### src/rtl/spi_master_arb.sv
// SPI master shared by NUM_REQ requesters through a round-robin arbiter.
// One DATA_W frame per grant, full duplex, response tagged with the requester index.
module spi_master_arb #(
  parameter int NUM_REQ = 2,
  parameter int DATA_W  = 16,
  parameter int CPOL    = 0,
  parameter int CPHA    = 0,
  parameter int CLK_DIV = 4,
  parameter int GAP     = 2,
  parameter int ID_W    = (NUM_REQ > 1) ? $clog2(NUM_REQ) : 1
) (
  input  logic                       clk_i,
  input  logic                       rstn_i,
  input  logic [NUM_REQ-1:0]         req_valid_i,
  input  logic [NUM_REQ*DATA_W-1:0]  req_data_i,
  output logic [NUM_REQ-1:0]         req_ready_o,
  output logic                       rsp_valid_o,
  output logic [ID_W-1:0]            rsp_id_o,
  output logic [DATA_W-1:0]          rsp_data_o,
  output logic                       busy_o,
  output logic                       sclk_o,
  output logic                       mosi_o,
  input  logic                       miso_i,
  output logic [NUM_REQ-1:0]         ss_no
);

  localparam int LAST_HP  = 2*DATA_W - 1;
  localparam int HC_W     = $clog2(2*DATA_W);
  // IDLE always spends one cycle before a grant, so it counts as part of the gap
  localparam int GAP_CYC  = GAP*CLK_DIV - 1;
  localparam int GAP_LAST = (GAP_CYC > 0) ? GAP_CYC - 1 : 0;
  localparam int CNT_W    = $clog2(GAP*CLK_DIV + CLK_DIV) + 1;

  typedef enum logic [2:0] {S_IDLE, S_SETUP, S_SHIFT, S_HOLD, S_GAP} state_t;

  state_t            state, state_nxt;
  logic [CNT_W-1:0]  cnt;
  logic [HC_W-1:0]   hcnt;
  logic [ID_W-1:0]   ptr, win, id;
  logic              found, fire, tick, frame_end;
  logic              lead_edge, trail_edge, last_trail, sample, shift_out;
  logic [DATA_W-1:0] win_data, tx_sr, rx_sr;

  always_comb begin
    found = 1'b0;
    win   = '0;
    for (int k = 0; k < NUM_REQ; k++) begin
      if (!found && req_valid_i[(int'(ptr) + k) % NUM_REQ]) begin
        found = 1'b1;
        win   = ID_W'((int'(ptr) + k) % NUM_REQ);
      end
    end
  end

  assign win_data    = req_data_i[int'(win)*DATA_W +: DATA_W];
  assign req_ready_o = (state == S_IDLE && found && rstn_i) ? (NUM_REQ'(1) << win) : '0;
  assign fire        = |req_ready_o;
  assign busy_o      = (state != S_IDLE);

  // Half-period timer; SETUP expiry is sclk edge 1, SHIFT expiries are edges 2..2*DATA_W
  assign tick       = (cnt == CNT_W'(CLK_DIV - 1));
  assign frame_end  = (state == S_HOLD) && tick;
  assign lead_edge  = (state == S_SETUP && tick) ||
                      (state == S_SHIFT && tick && hcnt != HC_W'(LAST_HP) && hcnt[0]);
  assign trail_edge = (state == S_SHIFT) && tick && hcnt != HC_W'(LAST_HP) && !hcnt[0];
  assign last_trail = trail_edge && (hcnt == HC_W'(LAST_HP - 1));
  assign sample     = (CPHA != 0) ? trail_edge : lead_edge;
  assign shift_out  = (CPHA != 0) ? lead_edge : (trail_edge && !last_trail);

  always_comb begin
    state_nxt = state;
    case (state)
      S_IDLE:  if (fire) state_nxt = S_SETUP;
      S_SETUP: if (tick) state_nxt = S_SHIFT;
      S_SHIFT: if (tick && hcnt == HC_W'(LAST_HP)) state_nxt = S_HOLD;
      S_HOLD:  if (tick) state_nxt = (GAP_CYC == 0) ? S_IDLE : S_GAP;
      S_GAP:   if (cnt == CNT_W'(GAP_LAST)) state_nxt = S_IDLE;
      default: state_nxt = S_IDLE;
    endcase
  end

  always_ff @(posedge clk_i or negedge rstn_i) begin
    if (!rstn_i) begin
      state       <= S_IDLE;
      cnt         <= '0;
      hcnt        <= '0;
      ptr         <= '0;
      id          <= '0;
      sclk_o      <= 1'(CPOL);
      mosi_o      <= 1'b0;
      ss_no       <= '1;
      rsp_valid_o <= 1'b0;
      rsp_id_o    <= '0;
      rsp_data_o  <= '0;
    end else begin
      state <= state_nxt;
      if (state_nxt != state || state == S_IDLE || (tick && state != S_GAP))
        cnt <= '0;
      else
        cnt <= cnt + CNT_W'(1);
      if (state == S_SETUP)
        hcnt <= '0;
      else if (state == S_SHIFT && tick)
        hcnt <= hcnt + HC_W'(1);
      if (lead_edge || trail_edge)
        sclk_o <= ~sclk_o;
      rsp_valid_o <= frame_end;
      if (fire) begin
        id    <= win;
        ptr   <= ID_W'((int'(win) + 1) % NUM_REQ);
        ss_no <= ~(NUM_REQ'(1) << win);
        if (CPHA == 0)
          mosi_o <= win_data[DATA_W-1];
      end else if (shift_out) begin
        mosi_o <= tx_sr[DATA_W-1];
      end
      if (frame_end) begin
        ss_no      <= '1;
        mosi_o     <= 1'b0;
        rsp_id_o   <= id;
        rsp_data_o <= rx_sr;
      end
    end
  end

  // Shift registers carry only data; every frame fully overwrites them
  always_ff @(posedge clk_i) begin
    if (fire)
      tx_sr <= (CPHA != 0) ? win_data : (win_data << 1);
    else if (shift_out)
      tx_sr <= tx_sr << 1;
    if (sample)
      rx_sr <= {rx_sr[DATA_W-2:0], miso_i};
  end

endmodule
### config.mk
export PLATFORM = sky130hd
export DESIGN_NAME = spi_master_arb
export DESIGN_NICKNAME = d
export VERILOG_FILES = /design/src/rtl/spi_master_arb.sv
export SDC_FILE = /design/constraint.sdc
export NUM_CORES = 1
export LEC_CHECK = 0
export CAP_MARGIN = 20
export CELL_PAD_IN_SITES_DETAIL_PLACEMENT = 1
export CELL_PAD_IN_SITES_GLOBAL_PLACEMENT = 1
export CORE_MARGIN = 5
export CORE_UTILIZATION = 41
export DETAILED_ROUTE_END_ITERATION = 12
export PLACE_DENSITY_LB_ADDON = 0.08
export SLEW_MARGIN = 20
export SYNTH_ARGS = -nofsm -noshare
export SYNTH_HDL_FRONTEND = slang
export SYNTH_SLANG_ARGS = --single-unit
### constraint.sdc
create_clock -name clk_i -period 3.8 [get_ports clk_i]
set_clock_uncertainty 0.2 [all_clocks]
set_input_delay 0.76 -clock clk_i [delete_from_list [all_inputs] [get_ports clk_i]]
set_output_delay 0.76 -clock clk_i [all_outputs]
set_load 0.005 [all_outputs]
==> key figures <==
Status
  – Status: finished clean

STA
  – Worst-margin pin slew: around 0.84 ns
  – Tmin final: approximately 3.1 ns
  – Final setup margin: around 0.73 ns
  – Final Max Tran Viols: 0
  – Final Hold Fails: 0
  – Max-slew headroom: 0.440
  – Final setup fails: 0
  – Tcrit/Tclk final: 0.808
  – FMAX: ~330 MHz
  – RSZ-0062 raised after global routing: false
  – Setup_tns: 0 ns

Layout
  – Final Util: 0.551
  – Post-route cell area: slightly below 4000 µm²
  – Synth-to-Final Area Change: 31.6%
  – Most common cell after layout, fill and taps aside: clkdlybuf4s50_1
  – Final #Nets: ~320
  – Commonest non-fill, non-tap cells in the layout: clkdlybuf4s50_1 (60), dfrtp_1 (35), edfxtp_1 (31)
  – Antenna cells: 0
  – Layout Cells excl Fill: between 300 and 400
  – Layout cell share with drive strength beyond 1: 0.189

Pwr
  – Max VDD drop: around 0.21 mV
  – Seq pwr share: 0.507
  – Internal Power: between 1 and 1.5 mW
  – PD cells: around 380 nW/µm²
  – Clock Power Share: 0.458
  – Combinational power share: 0.035
  – Net Sw Frac: 0.197
  – Sw power: between 0.2 and 0.3 mW
  – Pleak: between 1.5 and 2 nW

Clocking
  – Num CTS Buffers: 9
  – CTS tree: done
  – Clk_lat worst skew: between 0.3 and 0.4 ns
  – Root Buffer: clkbuf_8
  – # hold bufs at CTS: 0
  – Clk buf depth: 2
  – # Post-CTS Setup Buffers: 0
  – Clk sinks: between 60 and 70
  – Resize count post-CTS: 0
  – Clk slew on worst S/H paths: ~0.070 ns
  – H-tree depth: 3

Synthesis
  – Ys Warns: 0
  – Sequential share of the synthesized area: 0.615
  – Post-Synthesis Cell Area: 3020 µm²
  – Synth top area share: 0.308
  – Post-synthesis cell type count: around 50
  – Synth Flop Type: dfrtp_1
  – Syn Area/Cell: approximately 14 µm²
  – Top cells by area, synth: edfxtp_1 (31%), dfrtp_1 (29%), mux2_4 (8.0%)
  – Post-synth EDFFs: 31
  – Synth area leader: edfxtp_1
  – Post-synth ARST share: 0.544
  – Seq cells post-synth: around 70
  – Cell count after synthesis: approximately 220
  – Post-Synthesis Net Count: between 200 and 300

GRT
  – Pin count of the biggest net entering global routing: 39
  – Total global-route track usage: 0.160
  – First-pass GRT wire length: 11.1 mm
  – Vias in the first global route: ~2,100
  – Overflow after GRT: 0
  – Initial antenna violation count: 0

Critical path
  – Arr. time, crit path: between 2 and 2.5 ns
  – Most frequent cell on the critical path: clkdlybuf4s50_1
  – Critical path's slowest cell: clkdlybuf4s50_1
  – Crit start category: input pin
  – Crit path cell chain: clkdlybuf4s50_1 > nand2b_1 > and3_1 > clkdlybuf4s50_1
  – CP peak stage delay: just over 0.5 ns
  – Worst path buffer plus inverter count: 2
  – Crit end category: output port
  – CP top delay family: buffers and inverters
  – Max FO, Critical Path: 5
  – Setup CP Type: input pin to output port
  – Req. time, crit path: approximately 2.8 ns

Place
  – Cell Area, Placed: between 3000 and 4000 µm²
  – Gpl congestion: between 0.7 and 0.8
  – Hpwl dp: roughly 4.8 mm
  – Number of placed cells counting well taps: between 300 and 400
  – Pre-CTS setup slack: a little over 0.7 ns
  – Port Buffer Count: about 60

Floorplanning
  – Die footprint: just over 9000 µm²
  – Io pins: 62
  – Die Span X: 95.8 µm
  – Core area: 7210 µm²
  – Cell Rows: 31
  – Die Y: around 96 µm
  – Initial Util: 0.419

Detailed routing
  – Routed WL: just under 7 mm
  – Post-route ant nets: 0
  – Starting DRT DRC Count: approximately 110
  – First drt pass iteration count: 4
  – DR vias/cell: between 5 and 6
  – Detailed-route DRC error count: 0
  – Average wire per standard cell: between 15 and 20 µm
  – Via count: 2,003

Run
  – Max Cap Viol: 0

Min path
  – HP Class: register to register
## per-layer routing
metal,GRT usage,share of wire
met5,0,0
met4,0.0391,0.0094
met3,0.0500,0.044
met2,0.287,0.51
met1,0.186,0.44
## registers in the layout, indices dropped and copies added (netlist names)
name and count:
mosi_o 1, rx_sr 16, id 1, ss_no 2
state 3, tx_sr 15, sclk_o 1, rsp_data_o 16
ptr 1, hcnt 5, rsp_valid_o 1, cnt 5
rsp_id_o 1
## power groups by stage
stage               Combinational [mW]  Clock [mW]  Sequential (mW)
floorplan                      0.00449           0            0.782
global placement                0.0534           0            0.782
detailed placement              0.0544           0            0.782
CTS                             0.0548       0.716            0.767
global route                    0.0577       0.749            0.767
finish                          0.0534       0.693            0.767
## synth_stat cells, types with 2 or more instances
cell type and n:
dfrtp_1 35, mux2_4 16, o21ai_0 5, nand3_1 2, dfstp_2 2, nor2_1 13, inv_1 18, ha_1 5
nor4b_4 2, xor2_1 3, buf_2 6, buf_6 2, a222oi_1 14, clkbuf_1 3, nor3_1 3, a21oi_1 4
edfxtp_1 31, a22o_1 5, mux2_2 2, and3_1 4, and2_1 2, xnor2_1 2, nand2_1 8
## area by class of cell
| class | instances | area (µm²) |
|---|---|---|
| clock buffer | 10 | 149 |
| clock inverter | 6 | 93.8 |
| fill | 726 | 3240 |
| inverter | 18 | 67.6 |
| multi-input combinational | 116 | 1020 |
| sequential | 68 | 1860 |
| tap | 99 | 124 |
| timing repair buffer | 68 | 658 |
## cell families after synthesis
family,after synthesis,share of synthesized area
AOI/OAI and AO/OA,41,0.113
xor gates and xnor gates,5,0.0145
adders and majority gates,5,0.0207
buffers and inverters,31,0.0476
DFF,68,0.615
muxes,18,0.0870
and+or+nand+nor,47,0.102
## per-stage QoR
| step | power [mW] | hold WS [ns] |
|---|---|---|
| 2_1_floorplan | 0.786 | 0.222 |
| 3_3_place_gp | 0.835 | 0.231 |
| 3_5_place_dp | 0.837 | 0.238 |
| 4_1_cts | 1.54 | 0.261 |
| 5_1_grt | 1.57 | 0.262 |
| 6_report | 1.51 | 0.257 |
## worst paths after layout
path / start / end / slack (ns) / cells after the start
worst max-delay path: req_valid_i[0] / req_ready_o[1] / 0.73 / 4
worst min-delay path: rx_sr[5] / rx_sr[6] / 0.26 / 0
worst max register to register: hcnt[0] / tx_sr[2] / 1.28 / 6
worst min register to register: rx_sr[5] / rx_sr[6] / 0.26 / 0
max in group asynchronous: rstn_i / ss_no[1] / 2.73 / 2
min in group asynchronous: rstn_i / rsp_data_o[12] / 0.30 / 2
No activity file was read; power rests on OpenSTA's default activity.
